**src/rtl/flow_led_gen.sv**
```systemverilog
// ---------------------------------------------------------------------------
// flow_led_gen -- parametrised flowing-LED pattern generator
//
// A prescaler divides sys_clk into step events, one every CNT_MAX+1 enabled
// cycles. Each step advances an LED_W-bit pattern in one of four modes:
// rotate left, rotate right, bounce, or blink. Changing mode reloads the
// pattern with the seed of the new mode and restarts the prescaler.
//
// Ports:
//   sys_clk    in   1      system clock
//   sys_rst    in   1      synchronous, active-high reset
//   en         in   1      run enable; 0 freezes prescaler and pattern
//   mode       in   2      00 rotate left, 01 rotate right, 10 bounce, 11 blink
//   led_out    out  LED_W  registered LED drive
//   step_tick  out  1      registered strobe, high in the first cycle of a new step value
//   dir        out  1      bounce direction (0 toward MSB, 1 toward LSB), registered
//
// Optional feature macro: FLOW_LED_TRAIL_EN
//   When defined, shift modes (00/01/10) light the current position and the
//   position before the latest step, giving a two-LED trail. Blink is unchanged.
// ---------------------------------------------------------------------------
module flow_led_gen #(
    parameter int LED_W   = 8,
    parameter int CNT_W   = 24,
    parameter int CNT_MAX = 2
) (
    input  logic             sys_clk,
    input  logic             sys_rst,
    input  logic             en,
    input  logic [1:0]       mode,
    output logic [LED_W-1:0] led_out,
    output logic             step_tick,
    output logic             dir
);

    typedef enum logic [1:0] {
        MODE_ROL    = 2'b00,
        MODE_ROR    = 2'b01,
        MODE_BOUNCE = 2'b10,
        MODE_BLINK  = 2'b11
    } mode_e;

    localparam logic [CNT_W-1:0] CNT_MAX_C = CNT_W'(CNT_MAX);

    mode_e            mode_in;
    mode_e            mode_q;
    logic [CNT_W-1:0] cnt_q, cnt_d;
    logic [LED_W-1:0] pos_q, pos_d;
    logic             dir_q, dir_d;
    logic             tick_q, tick_d;

    logic             reload;
    logic             step;
    logic [LED_W-1:0] rol, ror, shl, shr;

    assign mode_in = mode_e'(mode);

    function automatic logic [LED_W-1:0] seed_of(input mode_e m);
        logic [LED_W-1:0] s;
        s = '0;
        case (m)
            MODE_ROR:   s[LED_W-1] = 1'b1;
            MODE_BLINK: s = '1;
            default:    s[0] = 1'b1;
        endcase
        return s;
    endfunction

    // A mode change always wins: it reloads even while disabled and masks any
    // coincident terminal count.
    assign reload = (mode_in != mode_q);
    assign step   = en && !reload && !(cnt_q < CNT_MAX_C);

    // Shift-based rotations degrade to "hold" when LED_W == 1.
    assign rol = (pos_q << 1) | (pos_q >> (LED_W - 1));
    assign ror = (pos_q >> 1) | (pos_q << (LED_W - 1));
    assign shl = pos_q << 1;
    assign shr = pos_q >> 1;

    always_comb begin
        // NOTE: every combinational output gets a default first so no path
        // through the branches below leaves a variable unassigned (no latch).
        cnt_d  = cnt_q;
        pos_d  = pos_q;
        dir_d  = dir_q;
        tick_d = 1'b0;

        if (reload) begin
            cnt_d = '0;
            dir_d = 1'b0;
            pos_d = seed_of(mode_in);
        end else if (en) begin
            if (cnt_q < CNT_MAX_C) begin
                cnt_d = cnt_q + CNT_W'(1);
            end else begin
                cnt_d  = '0;
                tick_d = 1'b1;
                case (mode_q)
                    MODE_ROL:   pos_d = rol;
                    MODE_ROR:   pos_d = ror;
                    MODE_BLINK: pos_d = ~pos_q;
                    default: begin
                        // Bounce: direction flips on the same edge that
                        // lands on an end LED, so ends are lit for one step.
                        if (LED_W > 1) begin
                            if (!dir_q) begin
                                pos_d = shl;
                                if (shl[LED_W-1]) dir_d = 1'b1;
                            end else begin
                                pos_d = shr;
                                if (shr[0]) dir_d = 1'b0;
                            end
                        end
                    end
                endcase
            end
        end
    end

    always_ff @(posedge sys_clk) begin
        // NOTE: state registers use non-blocking assignments so every flop
        // samples pre-edge values regardless of statement order.
        if (sys_rst) begin
            cnt_q  <= '0;
            mode_q <= MODE_ROL;
            pos_q  <= LED_W'(1);
            dir_q  <= 1'b0;
            tick_q <= 1'b0;
        end else begin
            cnt_q  <= cnt_d;
            mode_q <= mode_in;
            pos_q  <= pos_d;
            dir_q  <= dir_d;
            tick_q <= tick_d;
        end
    end

    assign step_tick = tick_q;
    assign dir       = dir_q;

`ifdef FLOW_LED_TRAIL_EN
    logic [LED_W-1:0] prev_q, prev_d;
    logic [LED_W-1:0] led_q, led_d;

    always_comb begin
        prev_d = prev_q;
        if (reload) begin
            prev_d = '0;
        end else if (step && mode_q != MODE_BLINK) begin
            prev_d = pos_q;
        end
        // mode_in is what mode_q holds after this edge.
        led_d = (mode_in == MODE_BLINK) ? pos_d : (pos_d | prev_d);
    end

    always_ff @(posedge sys_clk) begin
        if (sys_rst) begin
            prev_q <= '0;
            led_q  <= LED_W'(1);
        end else begin
            prev_q <= prev_d;
            led_q  <= led_d;
        end
    end

    assign led_out = led_q;
`else
    assign led_out = pos_q;
`endif

    logic unused_step;
    assign unused_step = step;

endmodule

```
**config.mk**
```make
export PLATFORM = sky130hd
export DESIGN_NAME = flow_led_gen
export DESIGN_NICKNAME = d
export VERILOG_FILES = /design/src/rtl/flow_led_gen.sv
export SDC_FILE = /design/constraint.sdc
export NUM_CORES = 1
export LEC_CHECK = 0
export BUFFER_PORTS_ARGS = -buffer_cell sky130_fd_sc_hd__buf_4
export CORE_UTILIZATION = 50
export CTS_CLUSTER_SIZE = 12
export DETAILED_ROUTE_END_ITERATION = 10
export HOLD_SLACK_MARGIN = 0.03
export PLACE_DENSITY_LB_ADDON = 0.1
export SLEW_MARGIN = 20
export SYNTH_ARGS = -nofsm -noshare
export SYNTH_HDL_FRONTEND = slang
export SYNTH_SLANG_ARGS = --single-unit
```
**constraint.sdc**
```tcl
create_clock -name sys_clk -period 3.6 [get_ports sys_clk]
set_clock_uncertainty 0.15 [all_clocks]
set_input_delay 0 -clock sys_clk [delete_from_list [all_inputs] [get_ports sys_clk]]
set_output_delay 0 -clock sys_clk [all_outputs]
set_load 0.02 [all_outputs]
```
Yosys cells after proc, flatten, opt, wreduce, memory -nomap -nowiden
Cells that the tools add are included.
Widths: inputs -> output; s select.
- add/subtract/negate cells: 1
- multipliers: 0
- divide/modulo/power cells: 0
- magnitude comparators: 1
- equal/unequal tests: 6
- shift-type cells: 0
- multiplexer cells: 13
- bitwise gates (word level): 6
- reduce and logical (&&, ||, !) cells: 8
- operator list (kind ; count):
    $mux 8 ; 4
    $add 24x1->24 const B ; 1
    $lt 24x2->1 const B ; 1
    $mux 24 ; 1
    $pmux 8 s3 ; 1
    $not 8->8 ; 1
    $or 7x8->8 ; 1
    $or 8x1->8 ; 1
    $mux 1 ; 6
    $mux 6 ; 1
    $reduce_or 3->1 ; 2
    $eq 2x1->1 const B ; 2
    $eq 2x2->1 const B ; 2
    $reduce_or 2->1 ; 2
    $not 1->1 ; 3
    $reduce_and 3->1 ; 1
    $logic_not 2->1 ; 1
    $ne 2x2->1 ; 1
    $ne 2x2->1 const B ; 1
    $reduce_and 2->1 ; 1
    $reduce_bool 2->1 ; 1
- register bits: 36
- latch bits: 0
- bits in writable memories: 0
- bits in read-only memories: 0
- input port bits: 5
- word-level logic and storage cells: 40
- memories: 0

Depth between registers and ports, before layout
- depth in word-level cells: 5
- mapped depth: 8

Least setup slack after synthesis
Ideal clock, no wire load.
- path type: flip-flop to flip-flop
- start point: register mode_q[1]
- end point: register cnt_q[15]
- data arrival time: 1.695 ns
- required time: 3.385 ns
- slack: 1.690 ns
- cell stages (with the launch flop): 9
- path buffers: 4
- clock period less this slack: 1.910 ns
- cell sequence: dfxtp_1 clkbuf_1 xor2_1 or2_2 buf_2 or3_1 buf_2 buf_6 nor2_1
- longest elaborated chain between the ends: 2
- RTL lines (element ; RTL line ; text):
    from (decl) ; 46 ; mode_e mode_q;
    from (signal assigned) ; 131 ; mode_q <= mode_in;
    $ne 2x2->1 ; 71 ; assign reload = (mode_in != mode_q);
    $reduce_or 2->1 (no line) ; - ;
    to (signal assigned) ; 130 ; cnt_q <= cnt_d;
    to (decl) ; 47 ; logic [CNT_W-1:0] cnt_q, cnt_d;
No other way between the ends.
A chain may end at the register's enable or synchronous reset.

Final worst setup path
- start point: register mode_q[0]
- end point: register cnt_q[20]
The elaborated chain is that of the path after synthesis.

==> run summary <==
VDD IR max: 0.206 mV
Commonest cells after routing, fill and taps aside: dfxtp_1, nor2_1, buf_4, a21oi_1, nand2_1
Total power: 0.725 mW
Max-cap violations: 0
Num rows: 21
Critical path arrival: 2530 ps
CTS max path bufs: 2
Hold Crit Start: sys_rst
Max layer used: met4
Synthesized instance count: 215
Area growth, synth to finish: 10.7%
Crit-path max FO: 23
Worst-path cell chain: xor2_1, or2_2, or3_1, nor2_1
ANT nets after route: 0
Reg2reg setup slack: 1200 ps
Pwr dens: 367 nW/um^2
Total setup buffers inserted after CTS: 0
Hold Path Cell Cnt: 3
TritonRoute pass-1 iters: 4
Register bit count reported by yosys: 36
Largest delay share family, worst path: simple AND/OR/NAND/NOR gates
N_diodes: 0
Hold Vio Cnt, Final: 0
Initial DRC Count: 119
Tightest Pin Transition: 743 ps
P_int: 0.522 mW
Final cycle utilization of the critical path: 66.8%
Layout net count: 234
Psw: 0.203 mW
Core area: 3360 um^2
DR DRC count: 0
Clock Sinks: 36
GRT overflow: 0
Placed standard-cell area: 1880 um^2
RSZ-0062 raised after global routing: false
Clock root cell: clkbuf_4
Leak: 0.756 nW
Syn Area/Cell: 8.29 um^2
Crit-path slowest cell: dfxtp_1
Via count: 1,595
Switching Share: 28.0%
Logic pwr share: 13.1%
Initial antenna violation count: 0
Global-route wire length before repair: 6.12 mm
Commonest non-fill, non-tap cell in the layout: dfxtp_1
Crit Path Category: reg -> reg
TritonCTS Buffers: 5
Reg2Reg Depth: 4
Die Y: 61.7 um
Via density: 5.82
Final GP Congestion: 0.864
CP max stage delay: 740 ps
Clock transition at path regs: 110 ps
Final core utilization: 58.7%
Maximum number of pins on one net before global-route repair: 24
Tot GR Track Use: 22.3%
Crit path launch type: register
Min-Delay Path Class: in -> reg
Clock latency on the worst-skew pair: 340 ps
Met2 wire length: 1.65 mm
FILL cells: 332
Met3 WL: 193 um
Final Setup Violations: 0
Detailed Route WL: 3.93 mm
Drt wl/cell: 14.3 um
H-tree depth: 2
R2r endpoint: cnt_q[20]
Slew HR: 50.1%
Clock power share: 27.8%
Ratio of cells with drive above 1 in the final layout: 10.1%
Pins Over Slew Limit: 0
Setup TNS: 0 ps
Vias in the first global route: 1,363
Post-cts repair resize count: 0
Cell Area, Synth: 1780 um^2
Final HPWL DP: 2.79 mm
Worst Path Required: 3730 ps
R2r startpoint: mode_q[0]
Die width: 61.7 um
Full die area: 3810 um^2
Worst Hold Endpoint: mode_q[1]
IO Pins: 15
Yosys cell types: 39
TritonCTS clock tree: yes
Final instance area: 1970 um^2
Initial core utilization: 53.0%
Peak Freq: 416 MHz
Hold_ws: 299 ps
Outcome: finished clean
CP Buf/Inv Count: 0
I/O Buffers: 14
Register share of total power: 59.1%
Yosys warnings: 0
Min Tclk post-route: 2400 ps
Register area share after synthesis: 40.4%
Net Count, Synth: 221
Wire length on met1: 2.01 mm
Crit end category: register
==> power groups by stage <==
stage / logic [mW] / registers, mW / clock network [mW]
finish: 0.0946 / 0.428 / 0.202
global route: 0.103 / 0.430 / 0.222
CTS: 0.0938 / 0.427 / 0.206
detailed placement: 0.0892 / 0.437 / 0
global placement: 0.0888 / 0.436 / 0
floorplan: 0.0608 / 0.438 / 0
==> synth_stat cells <==
library cell	n	area share, %
and4_1	2	0.98
nor2_1	31	6.5
nor4_1	5	1.8
a41oi_1	1	0.49
a31oi_1	7	2.5
o2bb2ai_1	2	0.98
nor4b_2	1	0.84
o21ai_1	1	0.28
nor3_1	10	2.8
ha_1	1	0.70
clkinv_1	1	0.21
or3_1	1	0.35
or2_2	1	0.35
a211oi_1	8	3.4
a2111oi_0	3	1.5
nand2_1	11	2.3
nand4_1	7	2.5
clkbuf_1	8	1.7
inv_1	8	1.7
a221oi_1	2	0.98
o21a_1	1	0.42
buf_6	2	1.3
and3_1	8	2.8
xor2_1	10	4.9
xnor2_1	4	2.0
o41ai_1	1	0.49
nand3_1	6	1.7
o21ai_0	2	0.56
mux2_2	1	0.63
and2_1	1	0.35
nor2b_1	5	1.8
a21o_1	1	0.42
buf_2	3	0.84
a21oi_1	13	3.7
nand2b_1	1	0.35
mux2i_1	7	3.9
o31ai_1	1	0.42
o22ai_1	1	0.35
dfxtp_1	36	40
==> flip-flops by register name, summed over array words and instances (netlist names) <==
register and count:
cnt_q 24, dir 1, led_out 8, mode_q 2, step_tick 1
==> tightest hold or removal path, stage by stage <==
cell and delay [ps]:
dlygate4sd3_1 530, buf_4 170, nor2b_1 60
==> how the worst max path moves through the flow <==
stage	startpoint	end	slack, ps	depth (start not counted)
2_1_floorplan	mode_q[1]	cnt_q[15]	1690	8
3_3_place_gp	mode_q[0]	cnt_q[17]	1320	4
3_5_place_dp	mode_q[0]	cnt_q[20]	1240	4
4_1_cts	mode_q[0]	cnt_q[20]	1210	4
5_1_grt	mode_q[0]	cnt_q[20]	1040	4
6_report	mode_q[0]	cnt_q[20]	1200	4
==> routing by layer <==
layer | up-vias | GRT usage (%)
met4 | 0 | 9.52
met1 | 759 | 31.7
met5 | - | 0
met3 | 7 | 6.00
met2 | 34 | 31.8
li1 | 795 | -
==> area by class of cell <==
type	count	area [um^2]	area share, %
Sequential cell	36	721	36.5
Inverter	9	33.8	1.71
Timing Repair Buffer	19	155	7.86
Clock buffer	6	41.3	2.09
Tap cell	46	57.6	2.92
Clock inverter	1	5.00	0.254
Multi-Input combinational cell	157	960	48.6
==> timing repair <==
| item | CTS | global route |
|---|---|---|
| hold buffers | 5 | 0 |
| endpoints found under the hold margin | 16 | 0 |
| endpoints found under the setup margin | 0 | 0 |
==> kinds of logic after synthesis <==
kind of cell	share of synthesized area [%]
fa+ha+maj	0.702
compound gates	16.4
buf+inv	5.69
xor+xnor	6.88
flops	40.4
simple gates	25.4
mux	4.56
==> stage by stage <==
step / worst slack (ps) / std cells
3_3_place_gp: 1320 / 262
6_report: 1200 / 274
5_1_grt: 1040 / 274
3_5_place_dp: 1240 / 262
2_1_floorplan: 1690 / 215
4_1_cts: 1210 / 274
Note: power is estimated with default switching activity, not from simulation.
